**src/rtl/dmem_bridge.sv**
```systemverilog
// Bridge between a single-cycle CPU data port and a slow, ack-based data memory.
// A request stalls the CPU until the memory acks, the access times out, or it is rejected as misaligned.
module dmem_bridge #(
    parameter int unsigned TIMEOUT = 16
) (
    input  logic        clk,
    input  logic        rst,
    input  logic [31:0] cpu_addr,
    input  logic [31:0] cpu_wdata,
    input  logic        cpu_mem_read,
    input  logic        cpu_mem_write,
    output logic [31:0] cpu_rdata,
    output logic        stall,
    output logic        mem_req,
    output logic        mem_we,
    output logic [31:0] mem_addr,
    output logic [31:0] mem_wdata,
    input  logic [31:0] mem_rdata,
    input  logic        mem_ack,
    input  logic        err_clr,
    output logic        err_misalign,
    output logic        err_timeout
);

    typedef enum logic [1:0] {
        IDLE = 2'd0,
        BUSY = 2'd1,
        DONE = 2'd2
    } state_t;

    localparam logic [7:0] TMO_LAST = 8'(TIMEOUT - 1);

    state_t      state_r;
    logic [7:0]  tmo_cnt_r;
    logic [31:0] addr_r;
    logic [31:0] wdata_r;
    logic [31:0] rdata_r;
    logic        we_r;
    logic        req_r;
    logic        err_mis_r;
    logic        err_tmo_r;

    logic        access_s;
    logic        aligned_s;
    logic        stall_s;
    logic        set_mis_s;
    logic        set_tmo_s;

    // Request decode, stall and error-set conditions
    always_comb begin
        access_s  = cpu_mem_read | cpu_mem_write;
        aligned_s = (cpu_addr[1:0] == 2'b00);
        stall_s   = ((state_r == IDLE) & access_s) | (state_r == BUSY);
        set_mis_s = (state_r == IDLE) & access_s & ~aligned_s;
        set_tmo_s = (state_r == BUSY) & ~mem_ack & (tmo_cnt_r == TMO_LAST);
    end

    // Access FSM with its latched address/data/direction and result register
    always_ff @(posedge clk) begin
        if (rst) begin
            state_r   <= IDLE;
            tmo_cnt_r <= 8'd0;
            addr_r    <= 32'h0000_0000;
            wdata_r   <= 32'h0000_0000;
            rdata_r   <= 32'h0000_0000;
            we_r      <= 1'b0;
            req_r     <= 1'b0;
        end else begin
            case (state_r)
                IDLE: begin
                    if (access_s && aligned_s) begin
                        addr_r    <= cpu_addr;
                        wdata_r   <= cpu_wdata;
                        we_r      <= cpu_mem_write;
                        tmo_cnt_r <= 8'd0;
                        req_r     <= 1'b1;
                        state_r   <= BUSY;
                    end else if (access_s) begin
                        rdata_r <= 32'h0000_0000;
                        state_r <= DONE;
                    end else begin
                        state_r <= IDLE;
                    end
                end
                BUSY: begin
                    // An ack on the final allowed cycle still completes normally
                    if (mem_ack) begin
                        rdata_r <= we_r ? 32'h0000_0000 : mem_rdata;
                        req_r   <= 1'b0;
                        state_r <= DONE;
                    end else if (set_tmo_s) begin
                        rdata_r <= 32'hDEAD_BEEF;
                        req_r   <= 1'b0;
                        state_r <= DONE;
                    end else begin
                        tmo_cnt_r <= tmo_cnt_r + 8'd1;
                    end
                end
                DONE: begin
                    req_r   <= 1'b0;
                    state_r <= IDLE;
                end
                default: begin
                    req_r   <= 1'b0;
                    state_r <= IDLE;
                end
            endcase
        end
    end

    // Sticky error flags; a new error outranks a clear in the same cycle
    always_ff @(posedge clk) begin
        if (rst) begin
            err_mis_r <= 1'b0;
            err_tmo_r <= 1'b0;
        end else begin
            err_mis_r <= set_mis_s ? 1'b1 : (err_clr ? 1'b0 : err_mis_r);
            err_tmo_r <= set_tmo_s ? 1'b1 : (err_clr ? 1'b0 : err_tmo_r);
        end
    end

    assign stall        = stall_s;
    assign mem_req      = req_r;
    assign mem_we       = we_r;
    assign mem_addr     = addr_r;
    assign mem_wdata    = wdata_r;
    assign cpu_rdata    = rdata_r;
    assign err_misalign = err_mis_r;
    assign err_timeout  = err_tmo_r;

endmodule

```
**config.mk**
```make
export PLATFORM = sky130hd
export DESIGN_NAME = dmem_bridge
export DESIGN_NICKNAME = d
export VERILOG_FILES = /design/src/rtl/dmem_bridge.sv
export SDC_FILE = /design/constraint.sdc
export NUM_CORES = 1
export LEC_CHECK = 0
export ABC_CLOCK_PERIOD_IN_PS = 2100
export CAP_MARGIN = 20
export CORE_UTILIZATION = 35
export CTS_CLUSTER_DIAMETER = 120
export CTS_CLUSTER_SIZE = 40
export DETAILED_ROUTE_END_ITERATION = 6
export PLACE_DENSITY = 0.71
export SETUP_SLACK_MARGIN = 0.2
export SLEW_MARGIN = 5
export SYNTH_ARGS = -nofsm -noshare
export SYNTH_HDL_FRONTEND = slang
export SYNTH_SLANG_ARGS = --single-unit
```
**constraint.sdc**
```tcl
create_clock -name clk -period 2.1 [get_ports clk]
set_input_delay 0.21 -clock clk [delete_from_list [all_inputs] [get_ports clk]]
set_output_delay 0.21 -clock clk [all_outputs]
set_load 0.05 [all_outputs]
```
==> results.md <==
- DR iter-0 viols: 190
- Largest family of logic cells by synthesized area: simple AND/OR/NAND/NOR gates
- CP Data Arrival Time: 2020 ps
- Main synth FF type: dfxtp_1
- Most numerous cell in the Yosys netlist: nand2_1
- Filler Cell Count: between 1,000 and 1,500
- Data required, critical path: 2310 ps
- CTS Root Buffer Type: clkbuf_16
- NetSw: 1.462 mW
- Clk buf depth: 2
- Hold path depth: 2
- Int Pwr: 3.700 mW
- Die area: between 0.01 and 0.015 sq mm
- Clock power share: between 30% and 40%
- Die Y-Extent: 109.9 um
- XOR/XNOR share of the synthesized area: roughly 1.1%
- Ant diodes: 0
- Worst R2R Start: state_r[1]
- Fin area: 0.006581 sq mm
- Hold crit path type: input port to flop
- Fin util: 57.88%
- Relative slew slack: 58.47%
- Worst-case register-to-register setup slack: slightly below 300 ps
- Combinational power share: 21.8%
- Synth Cell Area: 0.004078 sq mm
- FMAX: 551.9 MHz
- CP endpoint kind: flop
- Dpl hpwl: 8052 um
- Register area: 0.002205 sq mm
- Initial antenna violation count: 0
- Status: finished clean
- Hold Violations, Final: 0
- Crit path kind: flop to flop
- Layout Cells excl Fill: 823
- Clk slew on worst S/H paths: 70 ps
- Post-Synth Simple-Gate Area: 20.10%
- Area Overhead vs Synth: 61.40%
- Total CTS buffers: 9
- Post-Syn Area per Cell: 8.408 sq um
- Post-Synth Adder-Cell Area: less than 1%
- Fin crit share: 86.28%
- IO buf count: 202
- Share of layout cells above drive strength 1: 6.471%
- WL per Instance: 13.86 um
- Setup violations, final: 0
- Cells after Synth: 485
- Met1 Track Usage GR: about a quarter
- Final clock skew: 9.921 ps
- Max-cap violation count: 0
- Vias in the first global route: 3,640
- Synth top cells by count: 157 x nand2_1, 110 x dfxtp_1, 94 x a21oi_1, 26 x a211oi_1, 21 x clkbuf_1
- Met3 Use GR: 5.039%
- Seq pwr share: a little over two fifths
- Synth Area in Compound Gates: 19.73%
- Vias after detailed routing: 3,994
- Synthesis-stage register bit count: 110
- Top-area cell type share of the netlist area: 54.00%
- Cell variety after synth: 36
- Pin count of the biggest net entering global routing: 71
- Crit-path max FO: 19
- Area of the multi-input gates: ~0.0017 sq mm
- Initial Util: 35.86%
- Endpoint, Worst Hold: mem_addr[3]
- Core ar.: 0.01137 sq mm
- Drt first pass iters: 4
- Syn Nets: 588
- Yosys warns: 0
- Peak supply drop: 0.3776 mV
- FF-to-FF path depth: 5
- Placed cell area: 0.006237 sq mm
- Vias/cell: 4.853
- Number of flops mapped to enable cells by yosys: 0
- Routed Antenna Nets: 0
- Grt met2 use: a little under a third
- Top post-synthesis cells by area: dfxtp_1 54%, nand2_1 14%, a21oi_1 12%, a211oi_1 4.8%, clkbuf_1 1.9%
- First-pass GRT wire length: roughly 18,000 um
- Sink Count: between 100 and 150
- DRC violation count after routing: 0
- Post-synthesis mux area share: 0%
- Post-placement cell count: 807
- CTS tree: done
- Largest area contributor in the netlist: dfxtp_1
- Hold path start: rst
- Worst-margin pin slew: 621.6 ps
- GRT Residual Overflow: 0
- Power density cells: a little under 800 mW/mm^2
- Routed WL: around 11,000 um
- Routability cong.: 0.8313
- Global Route Usage Sum: 18.47%
- RSZ-0062 raised after global routing: yes
- Most Crowded Layer GR: met2
- Final Critical Period: 1812 ps
- Die Wd: roughly 110 um
- H-tree depth: 3
- Final Max Tran Viols: 0
- Crit path launch type: flop
- Clk_lat worst skew: around 340 ps
- Row count: 39
- Leakage power: 2.267 nW
- Post-synth ARST share: 0%
- Ports: 203
- Layout Nets: 778
- Seq/Total Area, Yosys: 54.00%
- Switch share: roughly 28%
- Worst reg2reg endpoint: mem_addr[18]
layer usage:
layer  up-vias  part of all wire (%)
met2       137                    48
met3         6                   8.6
met5         -                     0
li1       2021                     -
met4         0                  0.85
met1      1830                    43
what timing repair did:
| action | CTS | global route |
|---|---|---|
| resized for setup | 1 | 9 |
| buffers inserted | 0 | 0 |
| endpoints found under the setup margin | 1 | 96 |
| hold buffers | 0 | 0 |
| pin swaps | 0 | 0 |
state kept, by name, summed over array words and instances (netlist names):
name	count
mem_addr	32
tmo_cnt_r	8
mem_we	1
state_r	2
cpu_rdata	32
err_misalign	1
mem_wdata	32
err_timeout	1
mem_req	1
metrics by stage:
| step | TNS [ps] | hold WS (ps) | worst slack (ps) | power (mW) |
|---|---|---|---|---|
| CTS | 0 | 249.2 | 210.6 | 5.228 |
| floorplan | 0 | 342.9 | 390.6 | 2.944 |
| global route | 0 | 255.4 | 184.0 | 5.397 |
| finish | 0 | 261.6 | 288.2 | 5.162 |
| global placement | -2111 | 441.2 | -94.05 | 3.418 |
| detailed placement | -3369 | 446.1 | -181.2 | 3.431 |
cell usage in the layout, fill, tap and decap left out, types with 3 or more instances in the layout:
cell | synthesis | final
nor2_1 | 3 | 3
nand2_1 | 157 | 157
clkbuf_16 | 0 | 9
nor3_1 | 9 | 9
a21oi_1 | 94 | 93
a211oi_1 | 26 | 26
xnor2_1 | 4 | 4
nand3_1 | 6 | 6
dfxtp_1 | 110 | 108
clkdlybuf4s50_1 | 0 | 200
a22o_1 | 8 | 8
nor3b_1 | 3 | 3
buf_4 | 0 | 12
cell type report:
class	instances	share of cell area, %
Clock buffer	10	3.479
Sequential cell	110	33.50
Timing Repair Buffer	217	32.97
Clock inverter	6	1.312
Multi-Input combinational cell	335	25.91
Inverter	2	0.1141
Tap cell	143	2.719
worst max-delay path, cell delays in order (launching register included):
cell     delay (ps)
dfxtp_2         380
or2_4           300
or4_2           620
buf_4           240
nand2_1          80
a21oi_1          70
worst max path at each step:
stage | slack [ps] | to | from | cells after the start
6_report | 290 | mem_addr[18] | state_r[1] | 5
5_1_grt | 180 | cpu_rdata[23] | tmo_cnt_r[1] | 6
4_1_cts | 210 | tmo_cnt_r[4] | state_r[1] | 5
3_5_place_dp | -180 | cpu_rdata[6] | cpu_mem_write | 5
3_3_place_gp | -90 | cpu_rdata[30] | cpu_mem_write | 5
2_1_floorplan | 390 | mem_we | state_r[1] | 8
cells by family (layout without fill, tap and decap cells):
family	count (synthesis)	in the layout
AND/OR/NAND/NOR	192	192
buffers and inverters	40	235
adder cells (fa/ha/maj)	1	1
XOR/XNOR	5	5
flip-flops	110	110
AO/OA/AOI/OAI	137	137
power by group through the flow:
| stage | Combinational [mW] | Clock [mW] | Sequential [mW] |
|---|---|---|---|
| final | 1.13 | 1.78 | 2.26 |
| after global routing | 1.20 | 1.93 | 2.27 |
| after CTS | 1.13 | 1.84 | 2.26 |
| after detailed placement | 1.13 | 0 | 2.30 |
| after global placement | 1.12 | 0 | 2.30 |
| after floorplan | 0.286 | 0 | 2.66 |
(Power assumes the default switching activity.)
